## config.mk

```make
export PLATFORM = sky130hd
export DESIGN_NAME = multicycle_controller
export DESIGN_NICKNAME = d
export VERILOG_FILES = /design/src/rtl/multicycle_controller.sv
export SDC_FILE = /design/constraint.sdc
export NUM_CORES = 1
export LEC_CHECK = 0
export ABC_CLOCK_PERIOD_IN_PS = 4300
export CAP_MARGIN = 20
export CORE_ASPECT_RATIO = 1.2
export CORE_MARGIN = 2
export CORE_UTILIZATION = 49
export DETAILED_ROUTE_END_ITERATION = 16
export GPL_ROUTABILITY_DRIVEN = 0
export PLACE_DENSITY = 0.79
export SYNTH_ARGS = -nofsm -noshare
export SYNTH_HDL_FRONTEND = slang
export SYNTH_SLANG_ARGS = --single-unit
export TNS_END_PERCENT = 20
```

## constraint.sdc

```tcl
create_clock -name clk -period 4.3 [get_ports clk]
set_input_delay 0.86 -clock clk [delete_from_list [all_inputs] [get_ports clk]]
set_output_delay 0.86 -clock clk [all_outputs]
set_load 0.01 [all_outputs]
```

## src/rtl/multicycle_controller.sv

```systemverilog
// multicycle_controller: five-state fetch/decode/execute/memory/writeback control FSM with a sticky trap state.
module multicycle_controller #(
    parameter int MEM_TIMEOUT = 16,
    parameter int CNT_W       = 32,
    parameter bit EN_UTYPE    = 1'b1
) (
    input  logic             clk,
    input  logic             reset,
    input  logic [6:0]       Opcode,
    input  logic             imem_ready,
    input  logic             dmem_ready,
    output logic             imem_req,
    output logic             IRWrite,
    output logic             PCWrite,
    output logic             ALUSrc,
    output logic             MemtoReg,
    output logic             RegWrite,
    output logic             MemRead,
    output logic             MemWrite,
    output logic             Branch,
    output logic             jal_signal,
    output logic [1:0]       ALUOp,
    output logic             trap,
    output logic [2:0]       state,
    output logic [CNT_W-1:0] retire_count
);
    typedef enum logic [2:0] {
        FETCH  = 3'd0,
        DECODE = 3'd1,
        EXEC   = 3'd2,
        MEM    = 3'd3,
        WB     = 3'd4,
        TRAP   = 3'd5
    } state_t;

    localparam logic [6:0] OP_R     = 7'b0110011;
    localparam logic [6:0] OP_I     = 7'b0010011;
    localparam logic [6:0] OP_LW    = 7'b0000011;
    localparam logic [6:0] OP_SW    = 7'b0100011;
    localparam logic [6:0] OP_BR    = 7'b1100011;
    localparam logic [6:0] OP_JAL   = 7'b1101111;
    localparam logic [6:0] OP_JALR  = 7'b1100111;
    localparam logic [6:0] OP_LUI   = 7'b0110111;
    localparam logic [6:0] OP_AUIPC = 7'b0010111;
    localparam int         WW       = $clog2(MEM_TIMEOUT + 2);

    state_t           state_q, state_d;
    logic [6:0]       op_q, op_d;
    logic [WW-1:0]    wait_q, wait_d;
    logic [CNT_W-1:0] cnt_q;
    logic             legal, timed_out, is_jump;

    assign legal = (Opcode inside {OP_R, OP_I, OP_LW, OP_SW, OP_BR, OP_JAL, OP_JALR}) ||
                   (EN_UTYPE && (Opcode inside {OP_LUI, OP_AUIPC}));
    assign timed_out = (MEM_TIMEOUT > 0) && (wait_q == WW'(MEM_TIMEOUT));
    assign is_jump = (op_q == OP_JAL) || (op_q == OP_JALR);
    assign state = state_q;
    assign retire_count = cnt_q;

    // Next-state, wait counting and Moore control decode; everything is forced low while reset is held.
    always_comb begin
        state_d    = state_q;
        op_d       = op_q;
        wait_d     = wait_q;
        imem_req   = 1'b0;
        IRWrite    = 1'b0;
        PCWrite    = 1'b0;
        ALUSrc     = 1'b0;
        MemtoReg   = 1'b0;
        RegWrite   = 1'b0;
        MemRead    = 1'b0;
        MemWrite   = 1'b0;
        Branch     = 1'b0;
        jal_signal = 1'b0;
        ALUOp      = 2'b00;
        trap       = 1'b0;
        case (state_q)
            FETCH: begin
                imem_req = 1'b1;
                IRWrite  = imem_ready;
                state_d  = imem_ready ? DECODE : (timed_out ? TRAP : FETCH);
                wait_d   = imem_ready ? wait_q : wait_q + 1'b1;
            end
            DECODE: begin
                op_d    = Opcode;
                state_d = legal ? EXEC : TRAP;
            end
            EXEC: begin
                ALUSrc  = op_q inside {OP_LW, OP_SW, OP_I, OP_JAL, OP_JALR, OP_LUI, OP_AUIPC};
                ALUOp   = (op_q == OP_BR) ? 2'b01 :
                          (op_q == OP_R || op_q == OP_I) ? 2'b10 :
                          is_jump ? 2'b11 : 2'b00;
                Branch  = op_q == OP_BR;
                PCWrite = op_q == OP_BR;
                state_d = (op_q == OP_BR) ? FETCH :
                          (op_q == OP_LW || op_q == OP_SW) ? MEM : WB;
            end
            MEM: begin
                MemRead  = op_q == OP_LW;
                MemWrite = op_q == OP_SW;
                PCWrite  = dmem_ready && (op_q == OP_SW);
                state_d  = dmem_ready ? ((op_q == OP_SW) ? FETCH : WB) : (timed_out ? TRAP : MEM);
                wait_d   = dmem_ready ? wait_q : wait_q + 1'b1;
            end
            WB: begin
                RegWrite   = 1'b1;
                PCWrite    = 1'b1;
                MemtoReg   = op_q == OP_LW;
                Branch     = is_jump;
                jal_signal = is_jump;
                state_d    = FETCH;
            end
            TRAP: trap = 1'b1;
            default: state_d = FETCH;
        endcase
        if (state_d != state_q) wait_d = '0;
        if (reset) begin
            {imem_req, IRWrite, PCWrite, ALUSrc, MemtoReg, RegWrite} = '0;
            {MemRead, MemWrite, Branch, jal_signal, ALUOp, trap} = '0;
        end
    end

    // State, latched opcode, wait counter and retire counter registers.
    always_ff @(posedge clk or posedge reset) begin
        if (reset) begin
            state_q <= FETCH;
            op_q    <= '0;
            wait_q  <= '0;
            cnt_q   <= '0;
        end else begin
            state_q <= state_d;
            op_q    <= op_d;
            wait_q  <= wait_d;
            cnt_q   <= cnt_q + CNT_W'(PCWrite);
        end
    end
endmodule

```

==> impl_results.md, run 1 <==
- Status: complete, no violations
- Worst Setup End Kind: primary output
- Power Total: between 1 and 1.5 mW
- Worst vdd ir: around 0.31 mV
- Max FO, Critical Path: 4
- CP startpoint: reset
- Combinational power share: 30.3%
- Slew @ Worst Pin: approximately 700 ps
- CTS tree: yes
- Met1 WL: 2.34 mm
- Clock-pin slew on the worst setup and hold paths: 90 ps
- Sequential share of power: ~50%
- Path type of the worst setup path: in2out
- Initial antenna violation count: 0
- RSZ-0062 raised after global routing: no
- Die span in y: 81.5 um
- Die area: between 5000 and 6000 um2
- Vias: between 2000 and 2500
- I/O Pins: between 50 and 60
- Ys Warns: 0
- Type of origin of the critical path: input port
- Detailed Place HPWL: 3.79 mm
- Fin area: ~3200 um2
- Lkg Pwr: 1.30 nW
- First-pass GRT wire length: 8.64 mm
- Root Buffer: clkbuf_8
- P_sw: about 0.47 mW
- Seq/Total Area, Yosys: 47.9%
- Rel. slew slack: roughly 52%
- Hold_buf cts: 0
- Area Growth Syn to Fin: 28.9%
- Max Used Layer: met4
- CTS sink cnt: between 40 and 50
- # port buffers: just under 60
- Final #Nets: ~300
- Placement Cell Area: 3070 um2
- Inst Count DP: around 350
- Drt wl/cell: 14.8 um
- DRT Pass-1 Iters: 4
- Initial Utilization: just over 50%
- Num CTS Buffers: 5
- Synthesized area: between 2000 and 2500 um2
- Final setup violation count: 0
- Largest net degree at the start of global routing: 36
- Core region area: ~4900 um2
- Hold Path Class: reg2reg
- Layout cells sized above 1: about 8.8%
- Clock Path Buffers: 2
- Routed Antenna Nets: 0
- Tmin final: around 3800 ps
- Skew final: 6.53 ps
- Final cell count without fillers: between 300 and 400
- Synthesized Nets: between 200 and 300
- Int Power: 0.840 mW
- HP Start: retire_count[31]
- Crit share post-route: between 80% and 90%
- Clock share of power: 20.2%
- H-tree levels: 2
- EDFF count, synth: 0
- Post-CTS setup buffer count: 0
- Initial detailed-routing violation count: around 120
- Switch share: between 30% and 40%
- Overflow after GRT: 0
- Cts repair resizes: 0
- Chip width: 68.6 um
- Post-Route WL: between 5 and 6 mm
- Setup TNS: 0 ps
- DR vias/cell: roughly 5.7
- Met3 WL: 200 um
- Gr usage total: between 20% and 30%
- Post-synthesis cell type count: between 40 and 50
- Worst skew pair latency: around 300 ps
- Met2 WL post-DR: between 2 and 3 mm
- Fmax achieved: between 0.2 and 0.3 GHz
- R2R Path Start: state[1]
- Slew Viols, Final: 0
- Seq cells post-synth: 47
- Inserted Diodes: 0
- Final hold violation count: 0
- Ys async rst share: between 90% and 100%
- Site row count: 28
- Post-synthesis cell count: 237
- FILL cells: approximately 430
- Max cap viols: 0
- # DRC: 0
- PwrDens: about 410 nW/um2
- Top_reg_cell synth: dfrtp_1
- Vias in the first global route: 1846
- Syn_area_per_cell: between 10 and 15 um2
- Worst Path Required: around 3400 ps
- Crit path DAT: ~2900 ps
-- flip-flops by register name, indices dropped and copies added (netlist names) --
signal / count
retire_count: 32
op_q: 7
wait_q: 5
state: 3
-- cell usage after synthesis, types with 6 or more instances --
| cell type | count | area share [%] |
|---|---|---|
| clkbuf_1 | 6 | 0.92 |
| dfrtp_1 | 47 | 48 |
| inv_1 | 7 | 1.1 |
| mux2_2 | 6 | 2.8 |
| nand2_1 | 16 | 2.4 |
| nand3_1 | 10 | 2.0 |
| nand4_1 | 16 | 4.1 |
| nor2_1 | 16 | 2.4 |
| nor3_1 | 9 | 1.8 |
| o21ai_0 | 7 | 1.4 |
| xnor2_1 | 25 | 8.9 |
| xor2_1 | 8 | 2.9 |
-- kinds of logic (layout without fill, tap and decap cells) --
| logic type | count (synthesis) | in the layout | share of synthesized area [%] |
|---|---|---|---|
| buf+inv | 17 | 75 | 3.16 |
| simple gates | 106 | 106 | 25.7 |
| flops | 47 | 47 | 47.9 |
| compound gates | 24 | 24 | 6.68 |
| fa+ha+maj | 4 | 4 | 2.04 |
| xor+xnor | 33 | 33 | 11.8 |
| mux | 6 | 6 | 2.75 |
-- power groups by stage --
stage                     logic (mW)  clock network [mW]  registers [mW]
after floorplan                0.310                   0           0.587
after global placement         0.393                   0           0.648
after detailed placement       0.397                   0           0.651
after CTS                      0.400               0.274           0.644
after global routing           0.436               0.287           0.665
final                          0.397               0.265           0.648
-- worst max-delay path: stages --
cell and delay, ps:
clkdlybuf4s50_1 480, inv_2 110, nand4_1 160, or4_2 590
nand3_1 150, clkdlybuf4s50_1 550
-- cell type report --
type                       count  area [um2]  share of cell area (%)
multi-input combinational    173        1200                    38.0
clock buffer                   5        68.8                    2.18
sequential                    47        1180                    37.2
clock inverter                 3        20.0                   0.633
tap                           60        75.1                    2.37
inverter                       7        26.3                   0.831
timing repair buffer          60         596                    18.8
-- final timing paths --
check	endpoint	slack (ps)	cells after the start
max in group asynchronous	state[1]	2880	3
max reg2reg	retire_count[20]	1140	9
min in group asynchronous	retire_count[13]	1000	3
max	PCWrite	540	6
min reg2reg	retire_count[31]	490	1
min	retire_count[31]	490	1
-- layout by cell type, fill, tap and decap left out, types with 2 or more instances in the layout --
cell and instances:
nor3b_1 3, ha_1 4, nand2_1 16, clkdlybuf4s50_1 58, and4_1 5, xor2_1 8
o21ai_0 7, inv_1 6, clkbuf_8 5, and2_1 4, nand3_1 10, a21oi_1 5
and4bb_2 2, nor2b_1 2, mux2_2 6, nor2_1 16, clkinvlp_4 2, nand4b_1 2
nand4_1 16, nand3b_1 2, nor3_1 9, nand2b_1 2, or3_1 5, xnor2_1 25
and3_1 5, dfrtp_1 47, buf_4 2
-- through the flow --
stage	util, %	hold slack, ps	worst slack [ps]
after floorplan	-	507	143
final	64.9	492	537
after global routing	64.9	503	402
after global placement	63.1	460	562
after detailed placement	63.1	481	528
after CTS	64.9	498	521
-- per-layer routing --
layer  global-route usage (%)  vias to the layer above
li1                         -                      958
met1                     25.9                      983
met2                     34.2                       59
met3                     3.70                        8
met4                     6.20                        0
met5                        0                        -
Power figures use the tool's default switching activity.
==> run 2: changes to the inputs <==
--- a/config.mk
+++ b/config.mk
@@ -8,7 +8,7 @@
 export ABC_CLOCK_PERIOD_IN_PS = 4300
 export CAP_MARGIN = 20
 export CORE_ASPECT_RATIO = 1.2
-export CORE_MARGIN = 2
+export CORE_MARGIN = 4
 export CORE_UTILIZATION = 49
 export DETAILED_ROUTE_END_ITERATION = 16
 export GPL_ROUTABILITY_DRIVEN = 0
==> run 2 against run 1 <==
Via count grew 1.0%. Critical path depth is the same. Register-to-register slack got worse by 140 ps. Sequential share of layout area about the same. Global-route usage decreased by 2.3 points. Largest power group unchanged. Clock power up 3%. Critical path type unchanged. Maximum frequency decreased by 1.5%. Final cell count down 0.56%. Count of clock-buffer cells in the layout stayed put. Clock skew is 5.6 ps higher. Critical endpoint unchanged.
==> impl_results.md, run 2 (synthesis gave the netlist of run 1 again) <==
- Inst Count DP: 345 (-0.58%)
- PwrDens: 416 nW/um2 (+0.39%)
- Initial antenna violation count: 0 (unchanged)
- Commonest non-fill, non-tap cell in the layout: clkdlybuf4s50_1
- Post-Route WL: 5.38 mm (+2.4%)
- Max reg flops: 32 (unchanged)
- CTS tree: yes
- Die span in y: 85.5 um (+4.9%)
- Slew Viols, Final: 0 (unchanged)
- Most frequent cells in the layout: 58 x clkdlybuf4s50_1, 47 x dfrtp_1, 25 x xnor2_1
- Area Growth Syn to Fin: 29.0% (about the same)
- Core region area: 4730 um2 (-2.9%)
- Largest net degree at the start of global routing: 37 (+2.8%)
- # DRC: 0 (unchanged)
- Drt wl/cell: 15.2 um (+3.0%)
- Status: complete, no violations
- Chip width: 72.6 um (+5.8%)
- Final #Nets: 309 (unchanged)
- Initial Utilization: 51.9% (+1.5 points)
- Max cap viols: 0 (unchanged)
- Hold Path Class: reg2reg
- First-pass GRT wire length: 9.03 mm (+4.5%)
- Worst Setup End Kind: primary output
- Gr usage total: 18.0% (-2.3 points)
- HP Start: retire_count[31]
- Vias: 2029 (+1.0%)
- DR vias/cell: 5.75 (+1.6%)
- Initial detailed-routing violation count: 176 (+44%)
- Skew final: 12.2 ps (+5.65 ps)
- I/O Pins: 59 (unchanged)
- Worst Path Required: 3440 ps (about the same)
- Vias in the first global route: 1995 (+8.1%)
- # port buffers: 58 (unchanged)
- RSZ-0062 raised after global routing: no
- Type of origin of the critical path: input port
- Crit path DAT: 2960 ps (+60 ps)
- R2r worst-path depth: 9 (unchanged)
- DRT Pass-1 Iters: 4 (unchanged)
- Layout cells sized above 1: 8.81% (unchanged)
- Lkg Pwr: 1.30 nW (+0.32%)
- Hold endpoint: retire_count[31]
- Setup TNS: 0 ps (unchanged)
- Max FO, Critical Path: 4 (unchanged)
- Clock-pin slew on the worst setup and hold paths: 80 ps (about the same)
- Fmax achieved: 0.262 GHz (-1.5%)
- CTS sink cnt: 47 (unchanged)
- Worst skew pair latency: 310 ps (about the same)
- Die area: 6210 um2 (+11%)
- Placement Cell Area: 3070 um2 (about the same)
- Tmin final: 3820 ps (+57.3 ps)
- Cts repair resizes: 0 (unchanged)
- Worst R2R Setup Slack: 1000 ps (-140 ps)
- H-tree levels: 2 (unchanged)
- Path type of the worst setup path: in2out
- Detailed Place HPWL: 3.97 mm (+4.7%)
- Slew @ Worst Pin: 698 ps (-20.2 ps)
- Final setup violation count: 0 (unchanged)
- Fin area: 3160 um2 (about the same)
- Overflow after GRT: 0 (unchanged)
- Clock Path Buffers: 2 (unchanged)
- Post-CTS setup buffer count: 0 (unchanged)
- Hold depth: 1 (unchanged)
- Routed Antenna Nets: 0 (unchanged)
- Final hold violation count: 0 (unchanged)
- Final cell count without fillers: 353 (-0.56%)
- Rel. slew slack: 53.1% (+1.4 points)
- Num CTS Buffers: 5 (unchanged)
- Crit share post-route: 88.8% (+1.3 points)
- FF-to-FF End: retire_count[30]
- Root Buffer: clkbuf_8
- Worst vdd ir: 0.241 mV (-23%)
- Inserted Diodes: 0 (unchanged)
- R2R Path Start: state[1]
- Site row count: 27 (-3.6%)
- Hold_buf cts: 0 (unchanged)
[run 2: changes by cell type in the layout (fill, tap and decap cells not counted)]
cell        before  now
clkinvlp_4       2    1
clkinv_4         0    2
clkinv_2         1    0
[run 2: power by group]
part	switching, mW	total, mW	leakage, nW	internal (mW)
Combinational	0.180	0.396	0.632	0.215
Clock	0.157	0.273	0.0443	0.116
Sequential	0.136	0.648	0.625	0.511
Total	0.473	1.32	1.30	0.843
[run 2: routing by layer]
layer | routed length, um | vias to the layer above | track usage (%) | part of all wire [%]
li1 | - | 963 | - | -
met5 | 0 | - | 0 | 0
met2 | 2610 | 76 | 28.8 | 49
met1 | 2350 | 982 | 23.4 | 44
met4 | 86 | 0 | 6.88 | 1.6
met3 | 333 | 8 | 4.22 | 6.2
[run 2: through the flow]
step	setup WS [ps]	utilization, %	power, mW	hold slack, ps
2_1_floorplan	143	-	0.897	507
3_3_place_gp	567	64.9	1.04	459
3_5_place_dp	519	64.9	1.05	475
4_1_cts	511	66.9	1.32	487
5_1_grt	394	66.9	1.40	508
6_report	480	66.9	1.32	477
[run 2: how the worst max path moves through the flow]
| stage | slack (ps) | start | to |
|---|---|---|---|
| floorplan | 140 | reset | retire_count[12] |
| global placement | 570 | reset | PCWrite |
| detailed placement | 520 | reset | PCWrite |
| CTS | 510 | reset | PCWrite |
| global route | 390 | state[1] | PCWrite |
| finish | 480 | reset | PCWrite |
[run 2: layout make-up]
cell class | count | area, um2
inverter | 7 | 26.3
timing repair buffer | 60 | 596
clock inverter | 3 | 25.0
multi-input combinational | 173 | 1200
tap | 58 | 72.6
sequential | 47 | 1180
clock buffer | 5 | 68.8
fill | 388 | 1570
[run 2: critical path: stages]
cell and delay, ps:
clkdlybuf4s50_1 470, inv_2 110, nand4_1 180, or4_2 610, nand3_1 160, clkdlybuf4s50_1 560
